$ cat src/rtl/muldiv_unit_if.sv
// Request/response bundle for the iterative multiply/divide unit.
// master drives operands and control; slave returns status and result.
interface muldiv_unit_if #(
  parameter int unsigned WIDTH = 32
);
  logic             start;
  logic [6:0]       Funct7;
  logic [2:0]       Funct3;
  logic [WIDTH-1:0] A;
  logic [WIDTH-1:0] B;
  logic             flush;
  logic             busy;
  logic             done;
  logic [WIDTH-1:0] Result;
  logic             illegal;

  modport master (
    output start, Funct7, Funct3, A, B, flush,
    input  busy, done, Result, illegal
  );

  modport slave (
    input  start, Funct7, Funct3, A, B, flush,
    output busy, done, Result, illegal
  );
endinterface

$ cat src/rtl/muldiv_unit.sv
// Iterative RV M-extension unit: one operand bit per cycle, shift-add multiply and
// restoring divide on magnitudes, sign applied when the result is written.
module muldiv_unit #(
  parameter int unsigned WIDTH = 32
) (
  input logic           clk,
  input logic           reset,
  muldiv_unit_if.slave  bus
);

  localparam int unsigned CntW = $clog2(WIDTH) + 1;
  localparam logic [WIDTH-1:0] MinVal = {1'b1, {(WIDTH-1){1'b0}}};

  typedef enum logic [1:0] {StIdle, StBusy, StDone} state_e;

  state_e             state_q, state_d;
  logic [CntW-1:0]    cnt_q, cnt_d;
  logic [2:0]         op_q, op_d;
  logic [WIDTH-1:0]   a_q, a_d;
  logic [WIDTH-1:0]   b_q, b_d;
  logic [WIDTH-1:0]   res_q, res_d;
  logic [2*WIDTH-1:0] acc_q, acc_d;
  logic               neg_q, neg_d;
  logic               byp_q, byp_d;
  logic               busy_q, busy_d;
  logic               done_q, done_d;
  logic               ill_q, ill_d;

  // Entry decode
  logic             a_sgn, b_sgn, neg_a, neg_b, div_zero, div_ovf;
  logic [WIDTH-1:0] mag_a, mag_b, byp_res;

  always_comb begin
    a_sgn = (bus.Funct3 == 3'b000) || (bus.Funct3 == 3'b001) || (bus.Funct3 == 3'b010) ||
            (bus.Funct3 == 3'b100) || (bus.Funct3 == 3'b110);
    b_sgn = a_sgn && (bus.Funct3 != 3'b010);
    neg_a = a_sgn & bus.A[WIDTH-1];
    neg_b = b_sgn & bus.B[WIDTH-1];
    mag_a = neg_a ? -bus.A : bus.A;
    mag_b = neg_b ? -bus.B : bus.B;
    div_zero = bus.Funct3[2] && (bus.B == '0);
    div_ovf  = bus.Funct3[2] && !bus.Funct3[0] && (bus.A == MinVal) && (bus.B == '1);
    byp_res  = '0;
    if (div_zero) begin
      byp_res = bus.Funct3[1] ? bus.A : '1;
    end else if (div_ovf) begin
      byp_res = bus.Funct3[1] ? '0 : bus.A;
    end
  end

  // One iteration step and the signed final result
  logic [WIDTH:0]     msum, rtrial, rdiff;
  logic               qbit;
  logic [WIDTH-1:0]   rnew, quo_mag, rem_mag, quo, rem;
  logic [2*WIDTH-1:0] step, prod;
  logic [WIDTH-1:0]   fin_res;

  always_comb begin
    msum   = {1'b0, acc_q[2*WIDTH-1:WIDTH]} + {1'b0, (acc_q[0] ? a_q : '0)};
    // Remainder shifted left with the next dividend bit; W+1 bits so the carry is kept
    rtrial = {acc_q[2*WIDTH-1:WIDTH], acc_q[WIDTH-1]};
    rdiff  = rtrial - {1'b0, b_q};
    qbit   = !rdiff[WIDTH];
    rnew   = qbit ? rdiff[WIDTH-1:0] : rtrial[WIDTH-1:0];
    if (op_q[2]) begin
      step = {rnew, acc_q[WIDTH-2:0], qbit};
    end else begin
      step = {msum, acc_q[WIDTH-1:1]};
    end
    prod    = neg_q ? -step : step;
    quo_mag = step[WIDTH-1:0];
    rem_mag = step[2*WIDTH-1:WIDTH];
    quo     = neg_q ? -quo_mag : quo_mag;
    rem     = neg_q ? -rem_mag : rem_mag;
    unique case (op_q)
      3'b000:                 fin_res = prod[WIDTH-1:0];
      3'b001, 3'b010, 3'b011: fin_res = prod[2*WIDTH-1:WIDTH];
      3'b100, 3'b101:         fin_res = quo;
      default:                fin_res = rem;
    endcase
  end

  always_comb begin
    state_d = state_q;
    cnt_d   = cnt_q;
    op_d    = op_q;
    a_d     = a_q;
    b_d     = b_q;
    res_d   = res_q;
    acc_d   = acc_q;
    neg_d   = neg_q;
    byp_d   = byp_q;
    busy_d  = busy_q;
    done_d  = 1'b0;
    ill_d   = 1'b0;
    unique case (state_q)
      StIdle: begin
        if (bus.start && !bus.flush) begin
          if (bus.Funct7 == 7'b0000001) begin
            state_d = StBusy;
            busy_d  = 1'b1;
            op_d    = bus.Funct3;
            cnt_d   = '0;
            a_d     = mag_a;
            b_d     = mag_b;
            neg_d   = (bus.Funct3[2] && bus.Funct3[1]) ? neg_a : (neg_a ^ neg_b);
            byp_d   = div_zero || div_ovf;
            if (div_zero || div_ovf) begin
              acc_d = {{WIDTH{1'b0}}, byp_res};
            end else begin
              acc_d = {{WIDTH{1'b0}}, (bus.Funct3[2] ? mag_a : mag_b)};
            end
          end else begin
            ill_d = 1'b1;
          end
        end
      end
      StBusy: begin
        if (bus.flush) begin
          state_d = StIdle;
          busy_d  = 1'b0;
        end else if (byp_q) begin
          state_d = StDone;
          busy_d  = 1'b0;
          done_d  = 1'b1;
          res_d   = acc_q[WIDTH-1:0];
        end else begin
          acc_d = step;
          cnt_d = cnt_q + CntW'(1);
          if (cnt_q == CntW'(WIDTH - 1)) begin
            state_d = StDone;
            busy_d  = 1'b0;
            done_d  = 1'b1;
            res_d   = fin_res;
          end
        end
      end
      StDone: begin
        state_d = StIdle;
      end
      default: begin
        state_d = StIdle;
        busy_d  = 1'b0;
      end
    endcase
  end

  always_ff @(posedge clk or posedge reset) begin
    if (reset) begin
      state_q <= StIdle;
      cnt_q   <= '0;
      op_q    <= '0;
      a_q     <= '0;
      b_q     <= '0;
      res_q   <= '0;
      acc_q   <= '0;
      neg_q   <= 1'b0;
      byp_q   <= 1'b0;
      busy_q  <= 1'b0;
      done_q  <= 1'b0;
      ill_q   <= 1'b0;
    end else begin
      state_q <= state_d;
      cnt_q   <= cnt_d;
      op_q    <= op_d;
      a_q     <= a_d;
      b_q     <= b_d;
      res_q   <= res_d;
      acc_q   <= acc_d;
      neg_q   <= neg_d;
      byp_q   <= byp_d;
      busy_q  <= busy_d;
      done_q  <= done_d;
      ill_q   <= ill_d;
    end
  end

  assign bus.busy    = busy_q;
  assign bus.done    = done_q;
  assign bus.Result  = res_q;
  assign bus.illegal = ill_q;

endmodule

$ cat src/flat_wrapper.sv
// flat-port wrapper written by rule: the top's interface ports become plain ports
module muldiv_unit_flat 
#(
  parameter int unsigned WIDTH = 32
)
  (clk, reset, bus_start, bus_Funct7, bus_Funct3, bus_A, bus_B, bus_flush, bus_busy, bus_done, bus_Result, bus_illegal);
  muldiv_unit_if #(.WIDTH(WIDTH)) bus_i ();
  input logic clk;
  input logic reset;
  input wire logic [$bits(bus_i.start)-1:0] bus_start;
  input wire logic [$bits(bus_i.Funct7)-1:0] bus_Funct7;
  input wire logic [$bits(bus_i.Funct3)-1:0] bus_Funct3;
  input wire logic [$bits(bus_i.A)-1:0] bus_A;
  input wire logic [$bits(bus_i.B)-1:0] bus_B;
  input wire logic [$bits(bus_i.flush)-1:0] bus_flush;
  output wire logic [$bits(bus_i.busy)-1:0] bus_busy;
  output wire logic [$bits(bus_i.done)-1:0] bus_done;
  output wire logic [$bits(bus_i.Result)-1:0] bus_Result;
  output wire logic [$bits(bus_i.illegal)-1:0] bus_illegal;
  assign bus_i.start = bus_start;
  assign bus_i.Funct7 = bus_Funct7;
  assign bus_i.Funct3 = bus_Funct3;
  assign bus_i.A = bus_A;
  assign bus_i.B = bus_B;
  assign bus_i.flush = bus_flush;
  assign bus_busy = bus_i.busy;
  assign bus_done = bus_i.done;
  assign bus_Result = bus_i.Result;
  assign bus_illegal = bus_i.illegal;
  muldiv_unit #(.WIDTH(WIDTH)) u_core (.clk(clk), .reset(reset), .bus(bus_i));
endmodule
$ cat config.mk
export PLATFORM = sky130hd
export DESIGN_NAME = muldiv_unit_flat
export DESIGN_NICKNAME = d
export VERILOG_FILES = /design/src/rtl/muldiv_unit_if.sv /design/src/rtl/muldiv_unit.sv /design/src/flat_wrapper.sv
export SDC_FILE = /design/constraint.sdc
export NUM_CORES = 1
export LEC_CHECK = 0
export CORE_MARGIN = 8
export CORE_UTILIZATION = 50
export DETAILED_ROUTE_END_ITERATION = 12
export PLACE_DENSITY = 0.69
export SETUP_SLACK_MARGIN = 0.5
export SLEW_MARGIN = 5
export SYNTH_ARGS = -nofsm -noshare
export SYNTH_HDL_FRONTEND = slang
export SYNTH_SLANG_ARGS = --single-unit
$ cat constraint.sdc
create_clock -name clk -period 9.55 [get_ports clk]
set_clock_uncertainty 0.05 [all_clocks]
set_input_delay 1.91 -clock clk [delete_from_list [all_inputs] [get_ports clk]]
set_output_delay 1.91 -clock clk [all_outputs]
set_load 0.1 [all_outputs]
* Word-level counts from Yosys, hierarchy flattened
Cells that the tools add are included.
Word-level totals: register bits after elaboration 176, word-level logic and storage cells 121, output and inout bits 35
Cells by class: bitwise gates (word level) 5, reductions and logical operators 28, add/subtract/negate cells 8, muxes and demuxes 47, equality and inequality tests 21
Operators with widths (number):
- 32-bit 2-to-1 mux | 14
- 64-bit 2-to-1 mux | 6
- 32-bit negation | 4
- 64-bit case mux with 2 select lines | 1
- 32-bit case mux with 3 select lines | 1
- 32-bit == test, second input constant | 2
- 64-bit negation | 1
- 32-bit by 32-bit adder with 33-bit output | 1
- 33-bit by 32-bit subtractor with 33-bit output | 1
- 32-bit logical NOT | 1
- 6-bit 2-to-1 mux | 4
- 1-bit 2-to-1 mux | 13
- 3-bit == test, second input constant | 4
- 6-bit case mux with 2 select lines | 1
- 2-bit 2-to-1 mux | 5
- 3-bit by 2-bit == test with 1-bit output, second input constant | 3
- 3-bit AND reduction | 3
- 7-bit by 1-bit == test with 1-bit output, second input constant | 1
- 1-bit logical AND | 7
- 6-bit by 1-bit adder with 6-bit output, second input constant | 1
- 3-bit by 1-bit == test with 1-bit output, second input constant | 2
- 6-bit by 5-bit == test with 1-bit output, second input constant | 1
- 3-bit logical NOT | 2
- 1-bit logical OR | 5
- 18 further kinds | 25

* Longest topological paths before layout
Gate-level depths: netlist of the first run.
depth in word-level cells 13, mapped depth 26, gate-level depth less buffers 23

* Worst setup path after synthesis of the first run
Ideal clock, no wire load.
path kind register to register, from register u_core.acc_q[31], to register u_core.res_q[30], in the netlist u_core.bus.Result[30], arrival 4.968 ns, path buffers 3, setup time 0.087 ns, cell stages (with the launch flop) 25, period minus slack after synthesis 5.106 ns, setup slack 4.444 ns, cells stage by stage dfrtp_1 inv_1 ha_1 inv_1 fa_1 a211oi_1 o211ai_1 nand4_1 a31oi_4 or3_1 buf_2 nand2_2 buf_2 buf_1 o21ai_0 mux2i_1 ha_1 nand3_1 nor4_1 o32a_1 nand4_4 nor4_1 mux2i_1 o311ai_0 a22oi_1
Between the ends: longest elaborated chain between the ends 8, elaborated cells on any way between the ends 13, those cells by class add/sub: 4; mux: 8; reduce/logical: 1
Ends and longest elaborated chain:
- from (decl) | RTL line muldiv_unit.sv:22 | logic [2*WIDTH-1:0] acc_q, acc_d;
- from (signal assigned) | RTL line muldiv_unit.sv:156 | acc_q <= '0;
- from (signal assigned) | RTL line muldiv_unit.sv:169 | acc_q <= acc_d;
- 33-bit by 32-bit subtractor with 33-bit output | RTL line muldiv_unit.sv:62 | rdiff = rtrial - {1'b0, b_q};
- 32-bit 2-to-1 mux or 1-bit logical NOT (tied branches) | RTL line muldiv_unit.sv:64, muldiv_unit.sv:63
- 64-bit 2-to-1 mux * | RTL line muldiv_unit.sv:65 | if (op_q[2]) begin
- 64-bit negation (tied with other cells) | RTL line muldiv_unit.sv:70 | prod = neg_q ? -step : step;
- 64-bit 2-to-1 mux (tied with other cells) | RTL line muldiv_unit.sv:70
- 32-bit case mux with 3 select lines * | RTL line muldiv_unit.sv:75 | unique case (op_q)
- 32-bit 2-to-1 mux * | RTL line muldiv_unit.sv:130 | if (cnt_q == CntW'(WIDTH - 1)) begin
- 32-bit 2-to-1 mux * | RTL line muldiv_unit.sv:122 | end else if (byp_q) begin
- to (signal assigned) | RTL line muldiv_unit.sv:168 | res_q <= res_d;
- to (decl) | RTL line muldiv_unit.sv:21 | logic [WIDTH-1:0] res_q, res_d;
Mark *: on every way between the ends. The rest lies on a longest branch, timed or not. The select of a mux whose other input is x is not followed. A chain may end at the register's enable or synchronous reset.

* Worst setup path after layout of the first run
Same ends and word-level chain as after synthesis.

==> metrics.md, run 1 <==
| Metric | Value |
|---|---|
| Via count | `18200` |
| GRT Total Usage | `34.9%` |
| Pwr dens | `126 nW/µm²` |
| Area leader, netlist | `dfrtp_1` |
| Fin area | `18700 µm²` |
| PortBufs | `112` |
| Synth unique cells | `91` |
| Setup Crit Path Kind | `flop to flop` |
| Storage element area | `4410 µm²` |
| Routed WL | `69900 µm` |
| Synthesized area | `16700 µm²` |
| CP required | `9.89 ns` |
| Placed Instance Area | `18100 µm²` |
| Largest net degree at the start of global routing | `85` |
| Slew headroom | `22.0%` |
| Clk slew on worst S/H paths | `0.08 ns` |
| CP arrival | `7.01 ns` |
| Initial antenna violation count | `0` |
| CP Capture Type | `flop` |
| Worst-Skew Late Latency | `0.47 ns` |
| Top cells by area, synth | `dfrtp_1 (26%), o21ai_0 (7.4%), nand2_1 (6.5%)` |
| Slew @ Worst Pin | `1.16 ns` |
| Core area | `33200 µm²` |
| Cell family with most CP delay | `compound AO/OA/AOI/OAI gates` |
| P_leak | `7.94 nW` |
| Commonest non-fill, non-tap cell in the layout | `nand2_1` |
| CTS tree | `done` |
| Cell count after placement | `2661` |
| RSZ-0062 raised after global routing | `false` |
| Final hold violations | `0` |
| Top cell type's share of synthesized area | `26.3%` |
| Sequential fraction of the synthesis area | `26.3%` |
| Die height | `199 µm` |
| PostCTS Resize Cnt | `0` |
| Worst setup SP type | `flop` |
| Ys Warns | `0` |
| Crit-path max FO | `23` |
| Nets@finish | `2382` |
| RePlAce Congestion | `1.05` |
| Slowest-stage cell, CP | `o21ai_1` |
| Max clock buf depth | `2` |
| CTS Buf Count | `17` |
| Syn Nets | `2358` |
| Top_reg_cell synth | `dfrtp_1` |
| Cell-by-cell trace of the critical path | `inv_1 -> ha_1 -> inv_1 -> fa_1 -> a211oi_1 -> o211ai_1 -> nand4_1 -> a31oi_4 -> o21ai_1 -> nand2_2 -> nand2_1 -> nand3_1 -> o21a_1 -> inv_1 -> ha_1 -> nand3_1 -> nor4_1 -> o32a_1 -> nand4_4 -> nor4_1 -> mux2i_1 -> o311ai_0 -> a22oi_1` |
| Most used cell, CP | `inv_1` |
| Die X | `199 µm` |
| Slowest stage delay, CP | `0.89 ns` |
| First-pass GRT wire length | `104000 µm` |
| EDFF count, synth | `0` |
| Most frequent cells in the layout | `nand2_1 (289), o21ai_0 (247), dfrtp_1 (174), nor2_1 (159), a21oi_1 (148)` |
| Final Util | `56.3%` |
| DR WL/cell | `26.0 µm` |
| DR DRC count | `0` |
| Site Rows | `67` |
| Post-synthesis cell count | `2208` |
| Fin cells | `2693` |
| TritonRoute pass-1 iters | `9` |
| Clock root buffer | `clkbuf_16` |
| Status | `complete, no violations` |
| Synthesis-to-layout area growth | `11.8%` |
| Diodes inserted | `0` |
| CP bufs+invs | `3` |
| Area occupied by multi-input gates | `11500 µm²` |
| GRT overflow | `0` |
| Max IR drop VDD | `0.144 mV` |
| Final Max Tran Viols | `0` |
| Max H-tree Level | `4` |
| Max cap viols | `0` |
| Async SR Flop Fraction | `100%` |
| Layout cells sized above 1 | `6.01%` |
| DRT iter0 DRCs | `2677` |
| Post-Syn Area per Cell | `7.57 µm²` |
| Hold buffer count at cts | `0` |
| Hold Path Class | `flop to flop` |
| Die area | `39600 µm²` |
| Fmax | `150 MHz` |
| Yosys reg bits | `176` |
| Setup bufs post-CTS | `0` |
| Final TNS setup | `0 ns` |
| Total power | `2.35 mW` |
| Starting density of the core | `50.4%` |
| Number of fill cells | `3160` |
| Clock sink count | `176` |
| Post-route ant nets | `0` |
| Hpwl dp | `53700 µm` |
| Via-per-instance ratio | `6.77` |
| # IOs | `113` |
| Vias in the first global route | `16800` |
| Setup Viol. Count Final | `0` |
| Period utilization | `69.8%` |
| Min Tclk post-route | `6.67 ns` |
[synthesized netlist by cell type (16+ instances only)]
cell      number
xor2_1        68
buf_2         22
o31ai_1       32
o21ai_0      247
a221oi_1      30
nor2b_1       17
a31oi_1       23
and3_1        22
and2_1        48
clkbuf_1     106
o21a_1        16
a211oi_1      32
a21oi_1      148
nand3_1       73
inv_1         71
nor4_1        29
a21o_1        39
mux2i_1       45
or3_1         20
nor2_1       160
o211ai_1      31
ha_1          70
nor3_1        61
xnor2_1       88
nand4_1       29
dfrtp_1      176
nand2_1      290
[stage by stage]
step                      setup slack (ns)  hold slack, ns
after floorplan                       2.82           0.387
final                                 2.88           0.422
after global routing                  2.46           0.447
after detailed placement              3.21           0.409
after global placement                3.44           0.400
after CTS                             3.12           0.426
[worst min-delay path: cells and delay by family (launching register included)]
kind          cells  cell delay, ns
simple gates      2            0.11
flops             1            0.34
[state kept, by name, summed over array words and instances (netlist names), 2 cells and up]
register and count:
u_core.bus.Result 32, u_core.cnt_q 6, u_core.b_q 32, u_core.a_q 32, u_core.state_q 2, u_core.acc_q 64, u_core.op_q 3
[worst paths after layout]
kind                                               from                                 to  slack (ns)  depth (start not counted)
max                        u_core.acc_q[31]$_DFFE_PP0P_  u_core.bus.Result[30]$_DFFE_PP0P_        2.88                         23
min                          u_core.a_q[14]$_DFFE_PP0P_         u_core.a_q[14]$_DFFE_PP0P_        0.42                          2
max reg2reg                u_core.acc_q[31]$_DFFE_PP0P_  u_core.bus.Result[30]$_DFFE_PP0P_        2.88                         23
min reg2reg                  u_core.a_q[14]$_DFFE_PP0P_         u_core.a_q[14]$_DFFE_PP0P_        0.42                          2
max in group asynchronous                         reset         u_core.op_q[2]$_DFFE_PP0P_        5.57                          4
min in group asynchronous                         reset          u_core.a_q[7]$_DFFE_PP0P_        1.92                          2
[power by group]
part	switching, mW	total [mW]	leakage (nW)	internal, mW
combinational	0.485	0.734	5.31	0.250
clock	0.368	0.740	0.290	0.373
sequential	0.0863	0.876	2.34	0.789
[cell families after synthesis]
group | share of synthesized area [%]
buf+inv | 5.01
fa+ha+maj | 5.48
simple gates | 22.8
flops | 26.3
xor+xnor | 8.17
compound gates | 28.7
mux | 3.43
[per-layer routing]
layer  wire length, µm  track usage, %
met5                 0               0
met4              3970            17.5
met3              7250            6.43
met2             29900            51.9
met1             28800            47.9
[layout make-up]
type	count	area share, %
clock inverters	15	0.890
repair buffers	143	7.24
flip-flops and latches	176	23.6
multi-input cells	1821	61.5
clock buffers	17	2.27
inverters	73	1.49
well taps	448	3.00
Note: power is estimated with default switching activity, not from simulation.
==> run 2: changes to the inputs <==
Clock period 9.55 ns to 6.7 ns, I/O delays scaled along.
==> metrics.md, run 2 (synthesis results as in run 1) <==
| Metric | Value |
|---|---|
| Max IR drop VDD | `0.200 mV` |
| Final TNS setup | `0 ns` |
| Hold depth | `2` |
| Slew headroom | `28.2%` |
| Crit-path max FO | `15` |
| Nets@finish | `2389` |
| Internal cell power | `2.00 mW` |
| Met1 wire length | `30200 µm` |
| Max H-tree Level | `4` |
| # IOs | `113` |
| Final Max Tran Viols | `0` |
| Via-per-instance ratio | `6.77` |
| FF-to-FF path depth | `21` |
| Die X | `199 µm` |
| Via count | `18300` |
| Fin area | `18700 µm²` |
| NetSw | `1.33 mW` |
| Routed WL | `73500 µm` |
| Fin cells | `2699` |
| PortBufs | `112` |
| Sw Share | `40.0%` |
| Max clock buf depth | `2` |
| Most frequent cells in the layout | `nand2_1 (289), o21ai_0 (247), dfrtp_1 (174), nor2_1 (159), a21oi_1 (148)` |
| Initial antenna violation count | `2` |
| Top sig layer | `met5` |
| Final hold violations | `0` |
| GRT Total Usage | `36.7%` |
| TritonRoute pass-1 iters | `8` |
| Period utilization | `86.0%` |
| Setup Crit Path Kind | `flop to flop` |
| DR DRC count | `0` |
| Slowest stage delay, CP | `0.61 ns` |
| Clock Power Share | `30.8%` |
| CTS tree | `done` |
| Site Rows | `67` |
| CP Capture Type | `flop` |
| Slew @ Worst Pin | `1.07 ns` |
| Placed Instance Area | `18200 µm²` |
| Met2 WL post-DR | `31600 µm` |
| Clock root buffer | `clkbuf_16` |
| Reg power frac | `37.2%` |
| Setup Viol. Count Final | `0` |
| Hold buffer count at cts | `0` |
| Clk slew on worst S/H paths | `0.08 ns` |
| Clock sink count | `176` |
| Slowest-stage cell, CP | `or3_1` |
| Diodes inserted | `0` |
| Worst setup SP type | `flop` |
| Post-route ant nets | `0` |
| CP required | `7.03 ns` |
| Min Tclk post-route | `5.76 ns` |
| Max cap viols | `0` |
| Cell count after placement | `2668` |
| Worst-Skew Late Latency | `0.47 ns` |
| RePlAce Congestion | `1.07` |
| Die height | `199 µm` |
| Combinational power share | `32.0%` |
| Starting density of the core | `50.4%` |
| Status | `complete, no violations` |
| Total power | `3.34 mW` |
| CP arrival | `6.09 ns` |
| First-pass GRT wire length | `109000 µm` |
| Hpwl dp | `57300 µm` |
| Pwr dens | `178 nW/µm²` |
| Hold Path Class | `flop to flop` |
| Vias in the first global route | `17000` |
| Cell-by-cell trace of the critical path | `inv_1 -> ha_1 -> inv_1 -> fa_1 -> a211oi_1 -> o211ai_1 -> nand4_1 -> a31oi_4 -> or3_1 -> nand2_2 -> o21ai_0 -> mux2i_1 -> ha_1 -> nand3_1 -> nor4_1 -> o32a_2 -> nand3_1 -> and3_1 -> o32ai_1 -> mux2i_1 -> o21ai_0` |
| P_leak | `7.95 nW` |
| Synthesis-to-layout area growth | `12.1%` |
| DRT iter0 DRCs | `2216` |
| Layout cells sized above 1 | `6.26%` |
| RSZ-0062 raised after global routing | `false` |
| Met3 WL | `7890 µm` |
| DR WL/cell | `27.2 µm` |
| Commonest non-fill, non-tap cell in the layout | `nand2_1` |
| Max FFs per register | `64` |
| Largest net degree at the start of global routing | `105` |
| CTS Buf Count | `17` |
| Core area | `33200 µm²` |
| GRT overflow | `0` |
| Fmax | `174 MHz` |
| Die area | `39600 µm²` |
| Top reg by flops | `u_core.acc_q` |
## run 2: power by group through the flow
| stage | Clock (mW) | Combinational (mW) | Sequential [mW] |
|---|---|---|---|
| 6_report | 1.03 | 1.07 | 1.24 |
| 5_1_grt | 1.07 | 1.13 | 1.24 |
| 4_1_cts | 1.03 | 1.03 | 1.23 |
| 3_5_place_dp | 0 | 1.02 | 1.25 |
| 3_3_place_gp | 0 | 1.02 | 1.25 |
| 2_1_floorplan | 0 | 0.659 | 1.20 |
## run 2: per-stage QoR
| stage | setup slack, ns | hold WS (ns) | util, % |
|---|---|---|---|
| finish | 0.940 | 0.427 | 56.5 |
| global route | 0.658 | 0.441 | 56.5 |
| CTS | 0.956 | 0.428 | 56.4 |
| detailed placement | 1.02 | 0.411 | 54.8 |
| global placement | 1.08 | 0.401 | 54.8 |
| floorplan | 0.536 | 0.387 | - |
## run 2: cell type report
| type | instances | area (µm²) |
|---|---|---|
| Fill cell | 3241 | 14500 |
| Multi-Input combinational cell | 1821 | 11500 |
| Sequential cell | 176 | 4410 |
| Timing Repair Buffer | 150 | 1410 |
| Tap cell | 448 | 561 |
| Clock buffer | 19 | 433 |
| Inverter | 73 | 279 |
| Clock inverter | 12 | 130 |
## run 2: path summary, 6_finish.rpt
kind	endpoint	start	slack, ns
min reg2reg	u_core.a_q[1]$_DFFE_PP0P_	u_core.a_q[1]$_DFFE_PP0P_	0.43
min in group asynchronous	u_core.b_q[6]$_DFFE_PP0P_	reset	1.38
max in group asynchronous	u_core.bus.Result[30]$_DFFE_PP0P_	reset	4.05
max	u_core.bus.Result[12]$_DFFE_PP0P_	u_core.acc_q[31]$_DFFE_PP0P_	0.94
min	u_core.a_q[1]$_DFFE_PP0P_	u_core.a_q[1]$_DFFE_PP0P_	0.43
max reg2reg	u_core.bus.Result[12]$_DFFE_PP0P_	u_core.acc_q[31]$_DFFE_PP0P_	0.94
## run 2: layer usage
layer	vias up	track usage [%]
li1	8145	-
met1	8787	49.5
met2	1161	55.3
met3	183	7.90
met4	2	17.5
met5	-	0
## run 2: timing repair
| action | CTS | global route |
|---|---|---|
| endpoints found under the setup margin | 0 | 1 |
| buffers inserted | 0 | 0 |
| resized for setup | 0 | 1 |
## run 2: critical path: cells and delay by family (launching register included)
family / cells / cell delay [ns]
buf+inv: 2 / 0.17
flops: 1 / 0.44
compound gates: 7 / 1.63
fa+ha+maj: 3 / 0.99
mux: 2 / 0.52
simple gates: 7 / 1.87
